--- config.mk ---
export PLATFORM = sky130hd
export DESIGN_NAME = pkt_rx_parser
export DESIGN_NICKNAME = d
export VERILOG_FILES = /design/src/rtl/pkt_pkg.sv /design/src/rtl/pkt_addr_match.sv /design/src/rtl/pkt_rx_parser.sv
export SDC_FILE = /design/constraint.sdc
export NUM_CORES = 1
export LEC_CHECK = 0
export CAP_MARGIN = 0
export CORE_MARGIN = 8
export CORE_UTILIZATION = 60
export DETAILED_ROUTE_END_ITERATION = 8
export DONT_BUFFER_PORTS = 1
export PLACE_DENSITY = 0.81
export REMOVE_ABC_BUFFERS = 1
export SLEW_MARGIN = 20
export SYNTH_ARGS = -nofsm -noshare
export SYNTH_HDL_FRONTEND = slang
export SYNTH_SLANG_ARGS = --single-unit
--- constraint.sdc ---
create_clock -name clk -period 4.5 [get_ports clk]
set_input_delay 1.125 -clock clk [delete_from_list [all_inputs] [get_ports clk]]
set_output_delay 1.125 -clock clk [all_outputs]
set_load 0.01 [all_outputs]
--- src/rtl/pkt_pkg.sv ---
// Shared framing constants and parser state encoding for the packet ingress/egress path.
// Used by both the input parser and the per-port output framer.
package pkt_pkg;

  localparam logic [7:0] SOF_BYTE  = 8'hFF;
  localparam logic [7:0] DELIMITER = 8'h00;

  typedef enum logic [1:0] {
    IDLE    = 2'd0,
    ADDR    = 2'd1,
    PAYLOAD = 2'd2,
    DROP    = 2'd3
  } state_t;

endpackage

--- src/rtl/pkt_addr_match.sv ---
// Destination lookup: compares a byte against every port address, lowest index wins.
// Purely combinational; no backpressure.
module pkt_addr_match #(
  parameter int W_WIDTH = 8,
  parameter int N_PORTS = 4
) (
  input  logic [W_WIDTH-1:0]         data,
  input  logic [N_PORTS*W_WIDTH-1:0] addr_cfg,
  output logic                       hit,
  output logic [$clog2(N_PORTS)-1:0] idx
);

  localparam int IDX_W = $clog2(N_PORTS);

  // Scan high-to-low so the last assignment is the lowest matching port.
  always_comb begin
    hit = 1'b0;
    idx = '0;
    for (int i = N_PORTS - 1; i >= 0; i--) begin
      if (addr_cfg[i*W_WIDTH +: W_WIDTH] == data) begin
        hit = 1'b1;
        idx = IDX_W'(i);
      end
    end
  end

endmodule

--- src/rtl/pkt_rx_parser.sv ---
// Splits the framed serial stream (SOF, addr, payload, 0x00) into per-port FIFO writes.
// One-cycle write latency; no input backpressure, full destinations cause drops.
module pkt_rx_parser
  import pkt_pkg::*;
#(
  parameter int W_WIDTH = 8,
  parameter int N_PORTS = 4,
  parameter int CNT_W   = 16
) (
  input  logic                       clk,
  input  logic                       rst_n,
  input  logic [W_WIDTH-1:0]         data_in,
  input  logic                       data_valid,
  input  logic [N_PORTS*W_WIDTH-1:0] addr_cfg,
  input  logic [N_PORTS-1:0]         fifo_full,
  output logic [N_PORTS-1:0]         wr_en,
  output logic [W_WIDTH-1:0]         wr_data,
  output logic                       busy,
  output logic [CNT_W-1:0]           pkt_cnt,
  output logic [CNT_W-1:0]           drop_cnt,
  output logic                       pkt_err
);

  localparam int               IDX_W   = $clog2(N_PORTS);
  localparam logic [CNT_W-1:0] CNT_MAX = '1;

  state_t             state;
  logic [IDX_W-1:0]   sel;
  logic               match_hit;
  logic [IDX_W-1:0]   match_idx;
  logic               is_sof;
  logic               is_delim;

  assign is_sof   = (data_in == W_WIDTH'(SOF_BYTE));
  assign is_delim = (data_in == W_WIDTH'(DELIMITER));
  assign busy     = (state != IDLE);

  pkt_addr_match #(
    .W_WIDTH (W_WIDTH),
    .N_PORTS (N_PORTS)
  ) u_addr_match (
    .data     (data_in),
    .addr_cfg (addr_cfg),
    .hit      (match_hit),
    .idx      (match_idx)
  );

  always_ff @(posedge clk or negedge rst_n) begin
    if (!rst_n) begin
      state    <= IDLE;
      sel      <= '0;
      wr_en    <= '0;
      wr_data  <= '0;
      pkt_cnt  <= '0;
      drop_cnt <= '0;
      pkt_err  <= 1'b0;
    end else begin
      wr_en   <= '0;
      pkt_err <= 1'b0;
      if (data_valid) begin
        case (state)
          IDLE: begin
            if (is_sof) state <= ADDR;
          end
          ADDR: begin
            sel <= match_idx;
            if (!match_hit || fifo_full[match_idx]) begin
              state <= DROP;
              if (drop_cnt != CNT_MAX) drop_cnt <= drop_cnt + 1'b1;
            end else begin
              state <= PAYLOAD;
            end
          end
          PAYLOAD: begin
            // fifo_full is almost-full: a byte seen while it is high must not be written.
            if (fifo_full[sel]) begin
              pkt_err <= 1'b1;
              if (drop_cnt != CNT_MAX) drop_cnt <= drop_cnt + 1'b1;
              state <= is_delim ? IDLE : DROP;
            end else begin
              wr_en   <= N_PORTS'(1) << sel;
              wr_data <= data_in;
              if (is_delim) begin
                if (pkt_cnt != CNT_MAX) pkt_cnt <= pkt_cnt + 1'b1;
                state <= IDLE;
              end
            end
          end
          DROP: begin
            if (is_delim) state <= IDLE;
          end
          default: state <= IDLE;
        endcase
      end
    end
  end

endmodule

Word level (Yosys, flattened, before mapping)
Cells that the tools add are included.
W data, S select, Z words.
{"block": "op_classes", "add_sub_neg": 2, "magnitude_cmp": 2, "n_eq_ne": 13, "shift": 1, "muxes": 28, "bitwise": 1, "n_reduce_logical": 11}
{"operator": "$mux W16", "count": 3}
{"operator": "$add A16 B1 Y16 const B", "count": 2}
{"operator": "$eq A8 B8 Y1", "count": 4}
{"operator": "$ne A16 B16 Y1 const B", "count": 2}
{"operator": "$pmux W16 S2", "count": 1}
{"operator": "$mux W2", "count": 8}
{"operator": "$mux W4", "count": 3}
{"operator": "$mux W1", "count": 10}
{"operator": "$eq A8 B8 Y1 const B", "count": 1}
{"operator": "$logic_not A8 Y1", "count": 1}
{"operator": "$pmux W2 S4", "count": 1}
{"operator": "$lt A2 B3 Y1 const B", "count": 2}
{"operator": "$ne A2 B2 Y1 const B", "count": 3}
{"operator": "$reduce_and A5 Y1", "count": 1}
{"operator": "$bmux W1 S2", "count": 2}
{"operator": "$eq A2 B2 Y1 const B", "count": 2}
{"operator": "$reduce_and A2 Y1", "count": 2}
{"operator": "$reduce_and A4 Y1", "count": 1}
{"operator": "$reduce_bool A2 Y1", "count": 2}
{"operator": "$shl A1 B2 Y4 const A", "count": 1}
{"operator": "$reduce_and A3 Y1", "count": 1}
{"operator": "$eq A2 B1 Y1 const B", "count": 1}
{"operator": "$logic_not A2 Y1", "count": 1}
{"operator": "$logic_not A1 Y1", "count": 1}
{"operator": "other kinds (2)", "count": 2}
{"block": "totals", "regBits": 49, "input_bits": 47, "output_inout_bits": 46, "wordCells": 65}

Logic depth before layout (Yosys ltp)
Gate-level depths: netlist of the first run.
{"block": "logic_depth", "ltp_word": 10, "mapped_depth": 9, "mapped_depth_nobuf": 7}

By module
From an unflattened synthesis of the first run, not the netlist that was laid out.
{"block": "hier_totals", "hier_cells": 241, "hier_area_um2": 2680.1}
{"module": "pkt_rx_parser", "instances": 1, "cells_each": 193, "area_each_um2": 2262.2, "seq_area_each_um2": 1226.2}
{"module": "pkt_addr_match", "instances": 1, "cells_each": 48, "area_each_um2": 417.9, "seq_area_each_um2": 0.0}

Worst setup path after synthesis of the first run
No wires, ideal clock.
{"block": "synth_timing", "path_kind": "input to register", "from": "input data_in[6]", "to": "register drop_cnt[1]", "setup_ns": 0.128, "arrival_ns": 2.870, "t_required_ns": 4.372, "path_slack_ns": 1.503, "stages": 8, "n_path_buf": 1, "cell_sequence": "buf_2 > xor2_1 > nor4_4 > a2111oi_1 > nor4b_1 > nand3b_4 > and2_1 > mux2_1"}
{"block": "synth_via", "elab_chain_len": 10, "word_cells_on_any_way": 18, "cone_classes": "eq/ne: 5; mux: 10; reduce/logical: 3"}
{"element": "from (decl)", "line": "pkt_rx_parser.sv:12", "source": "input logic [W_WIDTH-1:0] data_in,"}
{"element": "$eq A8 B8 Y1", "line": "pkt_addr_match.sv:20", "source": "if (addr_cfg[i*W_WIDTH +: W_WIDTH] == data) begin"}
{"element": "$mux W2 (4 in a row)", "line": "pkt_addr_match.sv:20"}
{"element": "$bmux W1 S2", "line": "pkt_rx_parser.sv:67", "source": "if (!match_hit || fifo_full[match_idx]) begin"}
{"element": "$mux W1 (not written as such)", "line": "pkt_rx_parser.sv:67"}
{"element": "$logic_or A1 B1 Y1 *", "line": "pkt_rx_parser.sv:67"}
{"element": "$ne A2 B2 Y1 (no source line) *"}
{"element": "$reduce_and A4 Y1 (no source line) *"}
{"element": "to (signal assigned)", "line": "pkt_rx_parser.sv:69", "source": "if (drop_cnt != CNT_MAX) drop_cnt <= drop_cnt + 1'b1;"}
{"element": "to (signal assigned)", "line": "pkt_rx_parser.sv:78", "source": "if (drop_cnt != CNT_MAX) drop_cnt <= drop_cnt + 1'b1;"}
{"element": "to (decl)", "line": "pkt_rx_parser.sv:20", "source": "output logic [CNT_W-1:0] drop_cnt,"}
Every way passes the cells marked *; elsewhere a longest branch is shown, timed or not. The select of a mux whose other input is x is not followed.
A chain may end at the register's enable or synchronous reset.

Worst setup path after layout of the first run
Ends and elaborated chain as after synthesis.

==> reports/results.txt, run 1 <==
CTS tree - done
H-Tree Depth - 2
Antenna violations before repair - 0
Post-route cell area - 2790 um^2
Largest stage delay, worst path - 0.39 ns
Status - finished, final reports clean
Critical Path AT - 2.97 ns
CP Cell Sequence - xor2_1 > nor4_4 > a2111oi_1 > nor4b_1 > nand3b_4 > and2_1 > mux2_1
Grt met2 use - 26.5%
Critical path fanouts, max - 17
Commonest non-fill, non-tap cell in the layout - dfrtp_1
Hpwl dp - 4400 um
Synth unique cells - 43
Async set-reset flop share out of synthesis - 100%
Multiplexer share of the synthesized area - 5.44%
Die height - 83.0 um
Max-cap viol count - 0
TNS Setup - 0 ns
Rel. slew slack - 57.1%
Post-DP Area - 2710 um^2
Post-Layout Cell Count - 293
Post-synthesis adder-cell area fraction - 0.929%
Vias in the first global route - 1839
Clk_lat worst skew - 0.29 ns
Switch share - 29.9%
Most frequent cells in the layout - dfrtp_1 (49), xnor2_1 (47), nand2_1 (16), nand4_1 (16), xor2_1 (13)
Final Setup Violations - 0
Mapped Cells - 243
Comb power frac - 15.8%
Core region area - 4350 um^2
Largest family of logic cells by synthesized area - simple AND/OR/NAND/NOR gates
#FFs+latches synth - 49
Seq/Total Area, Yosys - 45.5%
Post-CTS Repair Setup Buffers - 0
Final Hold Fails - 0
Compound-Gate Fraction of Synth Area - 3.76%
Clock Path Buffers - 2
Cell Area, Synth - 2690 um^2
Antenna Nets Post-Route - 0
Largest net degree at the start of global routing - 50
Grt met1 use - 18.9%
Period utilization - 62.1%
CP required - 4.68 ns
Vias - 1816
Max Clk Rate - 0.358 GHz
Clock sink count - 49
Clk_skew - 0.00779 ns
Min Tclk post-route - 2.80 ns
Placed insts - 285
DR WL/cell - 19.0 um
Initial drt markers - 163
Layout cell share with drive strength beyond 1 - 11.2%
Global route total overflow - 0
Sequential Power Share - 60.9%
Top FF cell, synth - dfrtp_1
Final Net Count - 289
Filler Cell Count - 350
Routing usage on met3 - 6.45%
Gr usage total - 16.2%
Cell internal pwr - 713 uW
Drt total wl - 5570 um
RSZ-0062 raised after global routing - no
Type of origin of the critical path - input port
Final RePlAce weighted congestion - 0.794
Drt first pass iters - 4
Least-Margin Pin Slew - 0.642 ns
Global route hottest layer - met2
Min-Delay Path Class - in -> async
Slowest CP cell - nor4_4
Initial Util - 61.8%
CTS root buffer - clkbuf_8
Post-Synthesis Mean Instance Area - 11.1 um^2
Max-slew violations - 0
P&R area growth vs syn - 3.72%
Die Area - 6890 um^2
# hold bufs at CTS - 0
Post-CTS resize count - 0
Cell Rows - 24
YS warnings - 0
Psw - 304 uW
Simple-gate share of the synthesized area - 22.5%
Post-Synth XOR/XNOR Area - 19.5%
Clk network pwr share - 23.3%
Number of flops mapped to enable cells by yosys - 0
Critical Path End Type - flop
Die width - 83.0 um
Hold_ws - 0.516 ns
P per Cell Area - 364 nW/um^2
Num CTS Buffers - 5
Static leakage - 0.00114 uW
# DRC - 0
Port Buffers - 0
Via density per instance - 6.20
I/O Pins - 93
Clock transition at path regs - 0.08 ns
CP Class - in -> reg
Antenna diode count - 0
Global-route wire length before repair - 9430 um
Max IR drop VDD - 0.261 mV
==> state kept, by name, indices dropped and copies added, names as in the netlist <==
register and count:
drop_cnt 16, pkt_cnt 16, pkt_err 1, sel 2, state 2, wr_data 8
wr_en 4
==> cell usage after synthesis, drive strengths merged (4+ instances only) <==
library cell | n | area [um^2]
and4 | 8 | 70.1
and3 | 5 | 31.3
buf | 9 | 47.6
nand3b | 4 | 42.5
nor3 | 4 | 25.0
nor2 | 9 | 33.8
xor2 | 13 | 114
dfrtp | 49 | 1230
nand2 | 17 | 66.3
nand4 | 16 | 100
nand3 | 12 | 60.1
a21oi | 6 | 30.0
mux2 | 11 | 124
xnor2 | 47 | 412
==> final cells by class <==
type	instances	area (um^2)	share of cell area [%]
multi-input cells	181	1400	50.3
flip-flops and latches	49	1230	43.9
clock buffers	6	72.6	2.60
well taps	52	65.1	2.33
clock inverters	2	10.0	0.358
repair buffers	1	7.51	0.269
inverters	2	7.51	0.269
==> kinds of logic (layout without fill, tap and decap cells) <==
family / count (synthesis) / count (layout)
xor+xnor: 60 / 60
fa+ha+maj: 2 / 2
simple gates: 93 / 93
buf+inv: 13 / 11
mux: 12 / 12
flops: 49 / 49
compound gates: 14 / 14
==> layer usage <==
layer	wire length, um	share of wire [%]
met4	75	1.3
met3	408	7.3
met1	2240	40
met5	0	0
met2	2840	51
==> per-stage QoR <==
stage                     utilization (%)  power, uW  worst slack [ns]
after global routing                 64.1       1080              1.68
after detailed placement             62.2        792              1.42
after global placement               62.2        784              1.45
after CTS                            64.1       1030              1.74
after floorplan                         -        741              1.43
final                                64.1       1020              1.70
==> critical path, delay by kind of cell <==
kind                      cells  cell delay, ns
and+or+nand+nor               4            1.22
muxes                         1            0.32
xor gates and xnor gates      1            0.16
AOI/OAI and AO/OA             1            0.14
==> power groups by stage <==
stage	Combinational (uW)	Sequential, uW	Clock, uW
final	161	619	238
after global routing	183	636	264
after CTS	163	623	246
after detailed placement	162	631	0
after global placement	155	629	0
after floorplan	140	602	0
==> path summary, 6_finish.rpt <==
check                      startpoint          end  slack, ns  depth (start not counted)
setup / recovery           data_in[6]  drop_cnt[1]       1.70                          7
hold / removal                  rst_n  drop_cnt[7]       0.52                          0
setup reg to reg               sel[0]  drop_cnt[1]       2.22                          6
hold reg to reg                sel[0]     wr_en[2]       0.54                          1
max in group asynchronous       rst_n   wr_data[2]       3.89                          0
min in group clk               sel[0]     wr_en[2]       0.54                          1
No activity file was read; power rests on OpenSTA's default activity.
==> run 2, diff against run 1 <==
--- a/config.mk
+++ b/config.mk
@@ -7,10 +7,10 @@
 export LEC_CHECK = 0
 export CAP_MARGIN = 0
 export CORE_MARGIN = 8
-export CORE_UTILIZATION = 60
+export CORE_UTILIZATION = 57
 export DETAILED_ROUTE_END_ITERATION = 8
 export DONT_BUFFER_PORTS = 1
-export PLACE_DENSITY = 0.81
+export PLACE_DENSITY = 0.8
 export REMOVE_ABC_BUFFERS = 1
 export SLEW_MARGIN = 20
 export SYNTH_ARGS = -nofsm -noshare
==> constraint.sdc (replaced) <==
create_clock -name clk -period 2.46 [get_ports clk]
set_input_delay 0.615 -clock clk [delete_from_list [all_inputs] [get_ports clk]]
set_output_delay 0.615 -clock clk [all_outputs]
set_load 0.01 [all_outputs]
==> reports/results.txt, run 2 (same netlist as run 1, synthesis figures left out) <==
Status - finished, final reports clean
Global route total overflow - 0 (unchanged)
Gr usage total - 16.8% (+0.53 points)
Max Clk Rate - 0.442 GHz
Post-Layout Cell Count - 300 (+2.4%)
Clock transition at path regs - 0.08 ns (about the same)
RSZ-0062 raised after global routing - no
Hpwl dp - 4470 um (+1.5%)
Clock sink count - 49 (unchanged)
Buf/Inv on CP - 0 (unchanged)
Num CTS Buffers - 5 (unchanged)
Worst r2r src - sel[0]
Commonest non-fill, non-tap cell in the layout - dfrtp_1
R2R Setup Slk - 0.20 ns (-2.02 ns)
Global-route wire length before repair - 9630 um (+2.2%)
Rel. slew slack - 74.3% (+17 points)
Slowest CP cell - mux4_2
Min-Delay Path Class - in -> async
Placed insts - 291 (+2.1%)
CTS tree - done
DR WL/cell - 19.5 um (+2.4%)
Largest stage delay, worst path - 0.59 ns (+0.20 ns)
Period utilization - 92.0%
Antenna Nets Post-Route - 0 (unchanged)
Clk_skew - 0.00266 ns (-0.00512 ns)
Clock Path Buffers - 2 (unchanged)
Hold_ws - 0.161 ns (-0.356 ns)
Drt first pass iters - 4 (unchanged)
Layout cell share with drive strength beyond 1 - 13.4% (+2.2 points)
Drt total wl - 5840 um (+4.8%)
CP required - 2.68 ns (-2.00 ns)
CP Cell Sequence - mux4_2 > nor4b_4 > nand2_2 > nor3_2 > and4_1 > xor2_1
Max IR drop VDD - 0.356 mV (+36%)
Min Tclk post-route - 2.26 ns
Die Area - 7180 um^2 (+4.2%)
Post-DP Area - 2740 um^2 (+1.2%)
# DRC - 0 (unchanged)
Biggest regs - drop_cnt: 16 flops, pkt_cnt: 16 flops, wr_data: 8 flops
Die height - 84.7 um (+2.1%)
CP Class - reg -> reg
Critical Path End Type - flop
Max-cap viol count - 0 (unchanged)
I/O Pins - 93 (unchanged)
Least-Margin Pin Slew - 0.383 ns (-0.259 ns)
Worst reg2reg path depth - 6 (unchanged)
P per Cell Area - 675 nW/um^2 (+85%)
Type of origin of the critical path - flop
Static leakage - 0.00118 uW (+3.3%)
Port Buffers - 0 (unchanged)
Initial drt markers - 122 (-25%)
Critical path fanouts, max - 6 (-11)
Vias in the first global route - 1829 (-0.54%)
Antenna diode count - 0 (unchanged)
Max-slew violations - 0 (unchanged)
Final Hold Fails - 0 (unchanged)
Post-route cell area - 2870 um^2 (+2.6%)
Vias - 1819 (+0.17%)
Most frequent cells in the layout - dfrtp_1 (49), xnor2_1 (47), nand2_1 (16), nand4_1 (16), xor2_1 (13)
Core region area - 4630 um^2 (+6.3%)
Final Net Count - 294 (+1.7%)
Initial Util - 58.2% (-3.7 points)
Family with the most delay on the worst path - simple AND/OR/NAND/NOR gates
RR Endpoint - pkt_cnt[12]
CTS root buffer - clkbuf_8
H-Tree Depth - 2 (unchanged)
Clk_lat worst skew - 0.29 ns (about the same)
Post-CTS resize count - 0 (unchanged)
Critical Path AT - 2.49 ns (-0.48 ns)
Final Setup Violations - 0 (unchanged)
P&R area growth vs syn - 6.46%
Largest net degree at the start of global routing - 50 (unchanged)
Cell Rows - 25 (+4.2%)
Final RePlAce weighted congestion - 0.773 (-2.6%)
Die width - 84.7 um (+2.1%)
Via density per instance - 6.06 (-2.2%)
Antenna violations before repair - 0 (unchanged)
[run 2: cell count changes in the layout (fill, tap and decap cells not counted), sizes merged]
cell	before	now
buf	1	6
[run 2: routing by layer]
metal | wire [um] | vias up | track usage, %
li1 | - | 859 | -
met1 | 2410 | 889 | 20.6
met2 | 2880 | 64 | 27.0
met3 | 482 | 7 | 5.66
met4 | 59 | 0 | 5.34
met5 | 0 | - | 0
[run 2: worst max-delay path by stage]
| stage | start | endpoint | cells past startpoint |
|---|---|---|---|
| floorplan | fifo_full[3] | pkt_cnt[1] | 5 |
| global placement | data_in[7] | drop_cnt[1] | 7 |
| detailed placement | data_in[6] | drop_cnt[1] | 7 |
| CTS | sel[0] | pkt_cnt[12] | 6 |
| global route | sel[0] | pkt_cnt[12] | 6 |
| finish | sel[0] | pkt_cnt[12] | 6 |
[run 2: what timing repair did]
item	in CTS	in global routing
buffers inserted	0	0
hold endpoints to repair	49	0
hold buffers	1	0
setup endpoints to repair	0	0
[run 2: layout make-up]
cell class / instances / area, um^2
tap: 54 / 67.6
sequential: 49 / 1230
clock buffer: 6 / 82.6
inverter: 2 / 7.51
fill: 391 / 1760
timing repair buffer: 6 / 65.1
multi-input combinational: 181 / 1400
clock inverter: 2 / 13.8
[run 2: where the power goes]
part | switching (uW) | internal [uW]
Clock | 251 | 228
Combinational | 131 | 189
Sequential | 204 | 933
[run 2: per-stage QoR]
step	setup WS [ns]	setup TNS, ns	utilization [%]	power (uW)
4_1_cts	0.170	0	61.9	1960
3_5_place_dp	0.0344	0	59.2	1460
5_1_grt	0.0730	0	61.9	2060
3_3_place_gp	0.0626	0	59.2	1440
2_1_floorplan	-0.0959	-0.527	-	1360
6_report	0.197	0	61.9	1940
==> run 3, diff against run 2 <==
--- a/config.mk
+++ b/config.mk
@@ -5,12 +5,12 @@
 export SDC_FILE = /design/constraint.sdc
 export NUM_CORES = 1
 export LEC_CHECK = 0
+export BUFFER_PORTS_ARGS = -buffer_cell sky130_fd_sc_hd__buf_2
 export CAP_MARGIN = 0
 export CORE_MARGIN = 8
-export CORE_UTILIZATION = 57
+export CORE_UTILIZATION = 45
 export DETAILED_ROUTE_END_ITERATION = 8
-export DONT_BUFFER_PORTS = 1
-export PLACE_DENSITY = 0.8
+export PLACE_DENSITY = 0.81
 export REMOVE_ABC_BUFFERS = 1
 export SLEW_MARGIN = 20
 export SYNTH_ARGS = -nofsm -noshare
==> reports/results.txt, run 3 (same netlist as run 1, synthesis figures left out) <==
Static leakage - 0.00166 uW (+41%)
Final RePlAce weighted congestion - 0.857 (+11%)
P per Cell Area - 610 nW/um^2 (-9.7%)
Num CTS Buffers - 5 (unchanged)
Post-CTS resize count - 0 (unchanged)
Rel. slew slack - 59.7% (-15 points)
I/O Pins - 93 (unchanged)
R2R Setup Slk - 0.20 ns (about the same)
Final core occ - 59.0% (-2.9 points)
Critical Path End Type - flop
Cell Rows - 28 (+12%)
Clk_skew - 0.00798 ns (+0.00531 ns)
Core region area - 5850 um^2 (+26%)
Via density per instance - 5.24 (-14%)
Critical Path AT - 2.45 ns (-0.04 ns)
Antenna violations before repair - 0 (unchanged)
CTS root buffer - clkbuf_8
Clk network pwr share - 22.5% (-2.2 points)
Critical path fanouts, max - 6 (unchanged)
Hpwl dp - 5460 um (+22%)
Vias in the first global route - 2387 (+31%)
Sequential Power Share - 49.8% (-8.9 points)
Gr usage total - 16.2% (-0.57 points)
# hold bufs at CTS - 0 (-1)
Clk_lat worst skew - 0.29 ns (about the same)
DR WL/cell - 15.7 um (-19%)
Min Tclk post-route - 2.26 ns (+0.00120 ns)
CP required - 2.64 ns (-0.04 ns)
Period utilization - 92.1% (about the same)
RSZ-0062 raised after global routing - no
Largest net degree at the start of global routing - 50 (unchanged)
Die height - 93.4 um (+10%)
Global route total overflow - 0 (unchanged)
Setup ws final - 0.196 ns (-0.00120 ns)
CP Class - reg -> reg
Biggest regs - drop_cnt: 16 flops, pkt_cnt: 16 flops, wr_data: 8 flops
Max-cap viol count - 0 (unchanged)
Type of origin of the critical path - flop
Antenna diode count - 0 (unchanged)
Die Area - 8720 um^2 (+21%)
Post-Layout Cell Count - 429 (+43%)
Worst reg2reg path depth - 7 (+1)
H-Tree Depth - 2 (unchanged)
Most frequent cells in the layout - buf_2 (92), dfrtp_1 (49), xnor2_1 (47)
Initial Util - 46.0% (-12 points)
Vias - 2248 (+24%)
CTS tree - done
Status - finished, final reports clean
Layout cell share with drive strength beyond 1 - 39.8% (+26 points)
Least-Margin Pin Slew - 0.604 ns (+0.221 ns)
Final Net Count - 403 (+37%)
Pre-CTS setup slack - -0.0460 ns (-0.0804 ns)
Max IR drop VDD - 0.384 mV (+7.9%)
Global-route wire length before repair - 11300 um (+18%)
Clock transition at path regs - 0.09 ns (about the same)
Comb power frac - 27.7% (+11 points)
Final Setup Violations - 0 (unchanged)
Switch share - 30.9% (+0.67 points)
Commonest non-fill, non-tap cell in the layout - buf_2
Max Clk Rate - 0.442 GHz (about the same)
Final Hold Fails - 0 (unchanged)
Hold_ws - 0.406 ns (+0.245 ns)
Die width - 93.4 um (+10%)
Initial drt markers - 72 (-41%)
Post-CTS Repair Setup Buffers - 0 (unchanged)
Clock Path Buffers - 2 (unchanged)
Antenna Nets Post-Route - 0 (unchanged)
Drt first pass iters - 4 (unchanged)
Cell internal pwr - 1460 uW (+7.8%)
# DRC - 0 (unchanged)
Max-slew violations - 0 (unchanged)
Worst r2r src - sel[0]
Placed insts - 422 (+45%)
Drt total wl - 6740 um (+15%)
Clock sink count - 49 (unchanged)
Filler Cell Count - 516 (+32%)
Port Buffers - 92 (+92)
Min-Delay Path Class - in -> async
Crit path launch - sel[0]
Psw - 652 uW (+11%)
P&R area growth vs syn - 28.3%
## run 3: final cells by class
| cell class | instances | area, um^2 | area share (%) |
|---|---|---|---|
| clock buffer | 6 | 82.6 | 2.39 |
| clock inverter | 1 | 7.51 | 0.217 |
| inverter | 2 | 7.51 | 0.217 |
| multi-input combinational | 181 | 1400 | 40.6 |
| sequential | 49 | 1230 | 35.5 |
| tap | 75 | 93.8 | 2.72 |
| timing repair buffer | 115 | 633 | 18.3 |
## run 3: layer usage
layer	GRT usage [%]	vias up	wire, um
met2	28.4	59	3550
met3	4.73	10	390
met5	0	-	0
li1	-	1079	-
met1	18.6	1100	2710
met4	4.70	0	80
## run 3: power by group through the flow
stage | Clock, uW | Combinational (uW) | Sequential [uW]
6_report | 473 | 584 | 1050
5_1_grt | 535 | 647 | 1080
4_1_cts | 495 | 595 | 1050
3_5_place_dp | 0 | 593 | 1060
3_3_place_gp | 0 | 572 | 1050
2_1_floorplan | 0 | 255 | 1100
## run 3: worst max-delay path: stages, from the launching register on
cell and delay [ns]:
dfrtp_1 0.45, mux4_2 0.60, nor4b_4 0.27, nand2_2 0.12, a21oi_1 0.12, and4_1 0.31
nand4_1 0.15, xnor2_1 0.15
## run 3: stage by stage
| stage | cell area, um^2 | total power (uW) | TNS [ns] |
|---|---|---|---|
| after detailed placement | 3360 | 1660 | -0.214 |
| after global routing | 3450 | 2260 | 0 |
| after CTS | 3450 | 2140 | 0 |
| final | 3450 | 2110 | 0 |
| after floorplan | 2640 | 1360 | -0.527 |
| after global placement | 3360 | 1620 | -0.0422 |
## run 3: final timing paths
path / end
setup reg to reg: pkt_cnt[9]
hold reg to reg: pkt_cnt[12]
hold / removal: wr_en[1]
setup / recovery: pkt_cnt[9]
max in group asynchronous: wr_data[3]
min in group clk: pkt_cnt[12]
